$ cat src/rtl/pipelined_addsub_pkg.sv
// Shared flag-bus bit ordering, common to the ALU, the branch unit and this adder.
package pipelined_addsub_pkg;
  localparam int FLAG_W  = 4;
  localparam int FLAG_CF = 0;
  localparam int FLAG_OF = 1;
  localparam int FLAG_ZF = 2;
  localparam int FLAG_SF = 3;
endpackage

$ cat src/rtl/pipelined_addsub_chunk.sv
// Combinational CHUNK-bit adder slice; one instance per pipeline stage.
module addsub_chunk #(
  parameter int CHUNK = 8
) (
  input  logic [CHUNK-1:0] a,
  input  logic [CHUNK-1:0] b,
  input  logic             cin,
  output logic [CHUNK-1:0] s,
  output logic             cout
);
  logic [CHUNK:0] sum_s;

  assign sum_s     = {1'b0, a} + {1'b0, b} + {{CHUNK{1'b0}}, cin};
  assign {cout, s} = sum_s;
endmodule

$ cat src/rtl/pipelined_addsub.sv
// Pipelined WIDTH-bit add/subtract: one CHUNK of the carry chain per stage, global stall,
// flags computed alongside the final chunk and registered with the sum.
module pipelined_addsub
  import pipelined_addsub_pkg::*;
#(
  parameter int WIDTH  = 32,
  parameter int STAGES = 4
) (
  input  logic             clk,
  input  logic             rst_n,
  input  logic             in_valid,
  output logic             in_ready,
  input  logic [WIDTH-1:0] a,
  input  logic [WIDTH-1:0] b,
  input  logic             ci,
  input  logic             sub,
  output logic             out_valid,
  input  logic             out_ready,
  output logic [WIDTH-1:0] s,
  output logic             cf,
  output logic             of,
  output logic             zf,
  output logic             sf
);
  localparam int CHUNK = WIDTH / STAGES;

  // Stage k register: operands (B already conditioned), partial sum, chunk carry.
  logic [STAGES-1:0] valid_r;
  logic [WIDTH-1:0]  a_r     [STAGES];
  logic [WIDTH-1:0]  b_r     [STAGES];
  logic [WIDTH-1:0]  s_r     [STAGES];
  logic              carry_r [STAGES];
  logic [FLAG_W-1:0] flags_r;

  logic [WIDTH-1:0]  a_in_s   [STAGES];
  logic [WIDTH-1:0]  b_in_s   [STAGES];
  logic [WIDTH-1:0]  s_in_s   [STAGES];
  logic [WIDTH-1:0]  s_nxt_s  [STAGES];
  logic [CHUNK-1:0]  chunk_s  [STAGES];
  logic              cin_s    [STAGES];
  logic              cout_s   [STAGES];
  logic              vin_s    [STAGES];
  logic [FLAG_W-1:0] flags_nxt_s;
  logic              adv_s;

  function automatic logic [WIDTH-1:0] splice_chunk(input logic [WIDTH-1:0] word,
                                                    input logic [CHUNK-1:0] part,
                                                    input int               idx);
    logic [WIDTH-1:0] res;
    res = word;
    res[idx*CHUNK +: CHUNK] = part;
    return res;
  endfunction

  assign adv_s    = out_ready | ~valid_r[STAGES-1];
  assign in_ready = adv_s;

  genvar k;
  generate
    for (k = 0; k < STAGES; k++) begin : g_stage
      if (k == 0) begin : g_entry
        // sub is applied here once; later stages only ever see the effective B.
        assign a_in_s[k] = a;
        assign b_in_s[k] = b ^ {WIDTH{sub}};
        assign s_in_s[k] = {WIDTH{1'b0}};
        assign cin_s[k]  = ci;
        assign vin_s[k]  = in_valid;
      end else begin : g_follow
        assign a_in_s[k] = a_r[k-1];
        assign b_in_s[k] = b_r[k-1];
        assign s_in_s[k] = s_r[k-1];
        assign cin_s[k]  = carry_r[k-1];
        assign vin_s[k]  = valid_r[k-1];
      end

      addsub_chunk #(.CHUNK(CHUNK)) u_chunk (
        .a    (a_in_s[k][k*CHUNK +: CHUNK]),
        .b    (b_in_s[k][k*CHUNK +: CHUNK]),
        .cin  (cin_s[k]),
        .s    (chunk_s[k]),
        .cout (cout_s[k])
      );

      assign s_nxt_s[k] = splice_chunk(s_in_s[k], chunk_s[k], k);
    end
  endgenerate

  // Flags for the beat entering the last register, so they line up with its sum.
  always_comb begin
    flags_nxt_s          = {FLAG_W{1'b0}};
    flags_nxt_s[FLAG_CF] = cout_s[STAGES-1];
    flags_nxt_s[FLAG_OF] = ~(a_in_s[STAGES-1][WIDTH-1] ^ b_in_s[STAGES-1][WIDTH-1])
                         & (a_in_s[STAGES-1][WIDTH-1] ^ s_nxt_s[STAGES-1][WIDTH-1]);
    flags_nxt_s[FLAG_ZF] = (s_nxt_s[STAGES-1] == {WIDTH{1'b0}});
    flags_nxt_s[FLAG_SF] = s_nxt_s[STAGES-1][WIDTH-1];
  end

  // Pipeline registers: every stage shifts on adv, otherwise the whole pipe holds.
  always_ff @(posedge clk or negedge rst_n) begin
    if (!rst_n) begin
      valid_r <= {STAGES{1'b0}};
      flags_r <= {FLAG_W{1'b0}};
      for (int i = 0; i < STAGES; i++) begin
        a_r[i]     <= {WIDTH{1'b0}};
        b_r[i]     <= {WIDTH{1'b0}};
        s_r[i]     <= {WIDTH{1'b0}};
        carry_r[i] <= 1'b0;
      end
    end else if (adv_s) begin
      flags_r <= flags_nxt_s;
      for (int i = 0; i < STAGES; i++) begin
        valid_r[i] <= vin_s[i];
        a_r[i]     <= a_in_s[i];
        b_r[i]     <= b_in_s[i];
        s_r[i]     <= s_nxt_s[i];
        carry_r[i] <= cout_s[i];
      end
    end
  end

  assign out_valid = valid_r[STAGES-1];
  assign s         = s_r[STAGES-1];
  assign cf        = flags_r[FLAG_CF];
  assign of        = flags_r[FLAG_OF];
  assign zf        = flags_r[FLAG_ZF];
  assign sf        = flags_r[FLAG_SF];
endmodule

$ cat config.mk
export PLATFORM = sky130hd
export DESIGN_NAME = pipelined_addsub
export DESIGN_NICKNAME = d
export VERILOG_FILES = /design/src/rtl/pipelined_addsub_pkg.sv /design/src/rtl/pipelined_addsub_chunk.sv /design/src/rtl/pipelined_addsub.sv
export SDC_FILE = /design/constraint.sdc
export NUM_CORES = 1
export LEC_CHECK = 0
export ABC_AREA = 1
export BUFFER_PORTS_ARGS = -buffer_cell sky130_fd_sc_hd__buf_2
export CAP_MARGIN = 20
export CORE_UTILIZATION = 55
export DETAILED_ROUTE_END_ITERATION = 10
export GPL_TIMING_DRIVEN = 0
export HOLD_SLACK_MARGIN = 0.03
export PLACE_DENSITY = 0.76
export SLEW_MARGIN = 20
export SYNTH_ARGS = -nofsm -noshare
export SYNTH_HDL_FRONTEND = slang
export SYNTH_HIERARCHICAL = 1
export SYNTH_SLANG_ARGS = --single-unit
$ cat constraint.sdc
create_clock -name clk -period 3.3 [get_ports clk]
set_clock_uncertainty 0.2 [all_clocks]
set_input_delay 0.66 -clock clk [delete_from_list [all_inputs] [get_ports clk]]
set_output_delay 0.66 -clock clk [all_outputs]
set_load 0.01 [all_outputs]
==> results.txt <==
----------------------------------------------------
[Worst setup path]
  Largest fanout on the critical path ... 2
  Crit Reg-Reg Startpoint ... a_in_s[24]
  Slowest cell delay on critical path ... 0.48 ns
  Worst reg2reg endpoint ... flags_r[2]
  Worst Reg2Reg Path Length in Cells ... 13
  CP max stage cell ... fa_1
  Reg-to-reg setup timing slack ... 0.75 ns
  Required time of the worst setup path ... 3.45 ns
  Endpoint class of the critical path ... flop
  Kind of launch point of the worst setup path ... flop
  Critical Path Most Common Cell ... nand2_1
  Data arrival at the endpoint of the critical path ... 2.71 ns
  Critical path cell sequence ... fa_1 -> fa_1 -> nand2_1 -> nand2_1 -> nand3b_4 -> nand2_1 -> nand2_1 -> nand2_1 -> nor2_1 -> nand2_1 -> nor2_1 -> nand3_1 -> o21bai_1
  Kind of critical path ... reg -> reg

[Power]
  Portion of total power attributed to sequential cells ... 38.4%
  Fraction of power consumed by combinational cells ... 42.8%
  Power density over cell area ... 979 nW/um^2
  Max VDD drop ... 545 uV
  Static leakage power ... 0.00547 uW
  Fraction of power consumed by the clock network ... 18.8%
  Sw Share ... 39.9%
  Sw power ... 4030 uW
  Internal cell power ... 6080 uW

[STA]
  Slew at the pin closest to its max-slew limit ... 0.735 ns
  Number of hold-slack violations in the final timing report ... 0
  Headroom to the max-slew limit ... 51.0%
  F_max ... 391 MHz
  Post-layout min period ... 2.55 ns
  Post-route fraction of the period consumed by the critical path ... 77.4%
  Final setup violation count ... 0
  Setup tns final ... 0 ns
  Unrepaired setup endpoints after global routing ... false
  Total count of max-transition violations in the final report ... 0

[Synthesis]
  Post-Synthesis Cells ... 1,021
  Unique cell type count in the Yosys netlist ... 30
  Total nets after synthesis ... 1,127
  Synthesis-stage register bit count ... 186
  Part of the Yosys area used for sequential elements ... 52.0%
  Mapped Area ... 8950 sq um
  Yosys warning count ... 6
  Mean cell area of the mapped netlist ... 8.76 sq um

[Placed design]
  Half-perimeter wire length after placement ... 14.1 mm
  Placed inst area ... 9780 sq um
  GP Congestion ... 0.829
  Count of input and output buffers ... 106
  Cell count after placement ... 1,344

[Layout]
  Antenna cell count ... 0
  Fill cell instance count of the final layout ... 1,376
  Commonest non-fill, non-tap cell in the layout ... nand2_1
  Final non-filler cell area ... 10,300 sq um
  Most frequent cells in the layout ... 426 x nand2_1, 186 x dfrtp_1, 118 x buf_2, 75 x inv_1, 67 x o21ai_1
  Share of layout cells above drive strength 1 ... 18.4%
  Relative area change from synthesis to final layout ... 15.4%
  Number of standard cells in the layout, taps in and fillers out ... 1,374
  Number of nets in the finished design ... 1,253

[Global route]
  Number of global-route vias before repair ... 6,511
  Number of antenna violations at the first check in global routing ... 0
  Largest net degree at the start of global routing ... 103
  Total gr overflow ... 0
  Wire length of the first global-routing pass ... 31.5 mm
  Overall routing resource usage ... 24.7%

[Drt]
  DRC ... 0
  Iteration count of the initial detailed-routing pass ... 5
  Ratio of routed vias to standard cells ... 4.90
  Initial drt markers ... 326
  Aggregate routed wire length ... 18.9 mm
  Vias ... 6,733
  Number of nets with antenna violations after routing ... 0
  Routed length per placed instance ... 13.7 microns

[Clock network]
  Post-CTS setup buffer count ... 0
  Clock tree from TritonCTS ... done
  Hold_buf cts ... 0
  CTS H-tree depth ... 4
  Root Driver ... clkbuf_16
  Clock transition time at the flip-flop clock pins of the worst setup and hold paths ... 0.07 ns
  Buffer levels on the longest clock path ... 2
  TritonCTS Buffers ... 17
  Number of resized instances in the post-cts repair step ... 0
  Insertion delay of the later-clocked pin in the worst-skew pair ... 0.43 ns
  Clock Sinks ... 186

[Hold path]
  Worst min-delay path category ... in -> async

[Die]
  Die boundary width ... 130 microns
  Total Die Area ... 16,800 sq um
  Starting utilization of the core area ... 56.3%
  Count of standard-cell rows ... 46
  Chip Height ... 130 microns
  I/O pin count ... 108
  Floorplan core area ... 15,900 sq um

[Run]
  Max cap viols ... 0

[Outcome]
  Status ... complete, no violations

----------------------------------------------------
[routing by layer]
| metal | share of wire (%) | global-route usage, % | vias up |
|---|---|---|---|
| met1 | 48 | 33.9 | 3137 |
| met4 | 1.5 | 8.00 | 0 |
| met2 | 46 | 39.8 | 143 |
| met3 | 4.5 | 4.91 | 24 |
| li1 | - | - | 3429 |
| met5 | 0 | 0 | - |
[cell type report]
cell class	count	area, sq um	area share, %
clock buffer	21	450	4.36
inverter	80	303	2.93
multi-input combinational	710	3640	35.2
buffer	45	353	3.42
sequential	186	4650	45.1
timing repair buffer	107	568	5.50
clock inverter	9	92.6	0.897
tap	216	270	2.62
[how the worst max path moves through the flow]
stage,start,to,cells after the start
floorplan,sub,carry_r[3],13
global placement,rst_n,s[2],1
detailed placement,sub,carry_r[3],13
CTS,a_in_s[24],flags_r[2],13
global route,a_in_s[24],flags_r[2],13
finish,a_in_s[24],flags_r[2],13
[cell families after synthesis]
logic type / synth area share, %
AND/OR/NAND/NOR: 23.6
flip-flops: 52.0
buffers and inverters: 7.33
AO/OA/AOI/OAI: 7.01
XOR/XNOR: 4.31
adder cells (fa/ha/maj): 5.71
[Yosys cell counts]
cell | count | area [sq um]
nand2_1 | 426 | 1600
dfrtp_1 | 186 | 4650
inv_1 | 75 | 282
o21ai_1 | 67 | 335
o21ai_0 | 42 | 210
xnor2_1 | 32 | 280
ha_1 | 28 | 350
nor2_1 | 26 | 97.6
nand3_1 | 17 | 85.1
buf_6 | 16 | 180
buf_2 | 13 | 65.1
a21oi_1 | 12 | 60.1
nand2_2 | 12 | 75.1
xor2_1 | 12 | 105
buf_4 | 9 | 67.6
fa_1 | 8 | 160
or2_4 | 8 | 70.1
clkbuf_1 | 4 | 15.0
inv_2 | 4 | 15.0
nand3_2 | 4 | 40.0
nand3b_1 | 4 | 30.0
nand3b_4 | 4 | 80.1
nor2_2 | 4 | 25.0
clkbuf_2 | 2 | 10.0
a31oi_1 | 1 | 6.26
buf_8 | 1 | 15.0
inv_4 | 1 | 6.26
nand2_4 | 1 | 11.3
o21a_1 | 1 | 7.51
o21bai_1 | 1 | 7.51
[per-stage QoR]
stage | setup slack (ns) | hold WS [ns] | utilization (%) | power (uW)
after floorplan | 0.528 | 0.164 | - | 6920
after global placement | -1.50 | 0.255 | 61.4 | 8030
after detailed placement | 0.337 | 0.260 | 61.6 | 8190
after CTS | 0.762 | 0.0924 | 65.0 | 10100
after global routing | 0.524 | 0.121 | 65.0 | 10900
final | 0.745 | 0.0600 | 65.0 | 10100
[worst max-delay path: cells and delay by family (launching register included)]
family          cells  cell delay [ns]
compound gates      1             0.14
flops               1             0.40
simple gates       10             0.82
fa+ha+maj           2             0.89
[flip-flops by register name (all words and copies together) (netlist names)]
| register | flops |
|---|---|
| a_in_s | 48 |
| b_in_s | 48 |
| s_in_s | 48 |
| s | 32 |
| valid_r | 4 |
| carry_r | 3 |
| flags_r | 3 |
[power by group through the flow]
stage / Combinational, uW / Clock, uW / Sequential, uW
2_1_floorplan: 3090 / 0 / 3830
3_3_place_gp: 4160 / 0 / 3870
3_5_place_dp: 4290 / 0 / 3900
4_1_cts: 4340 / 1920 / 3870
5_1_grt: 4920 / 2020 / 4000
6_report: 4330 / 1910 / 3880
Note: power is estimated with default switching activity, not from simulation.
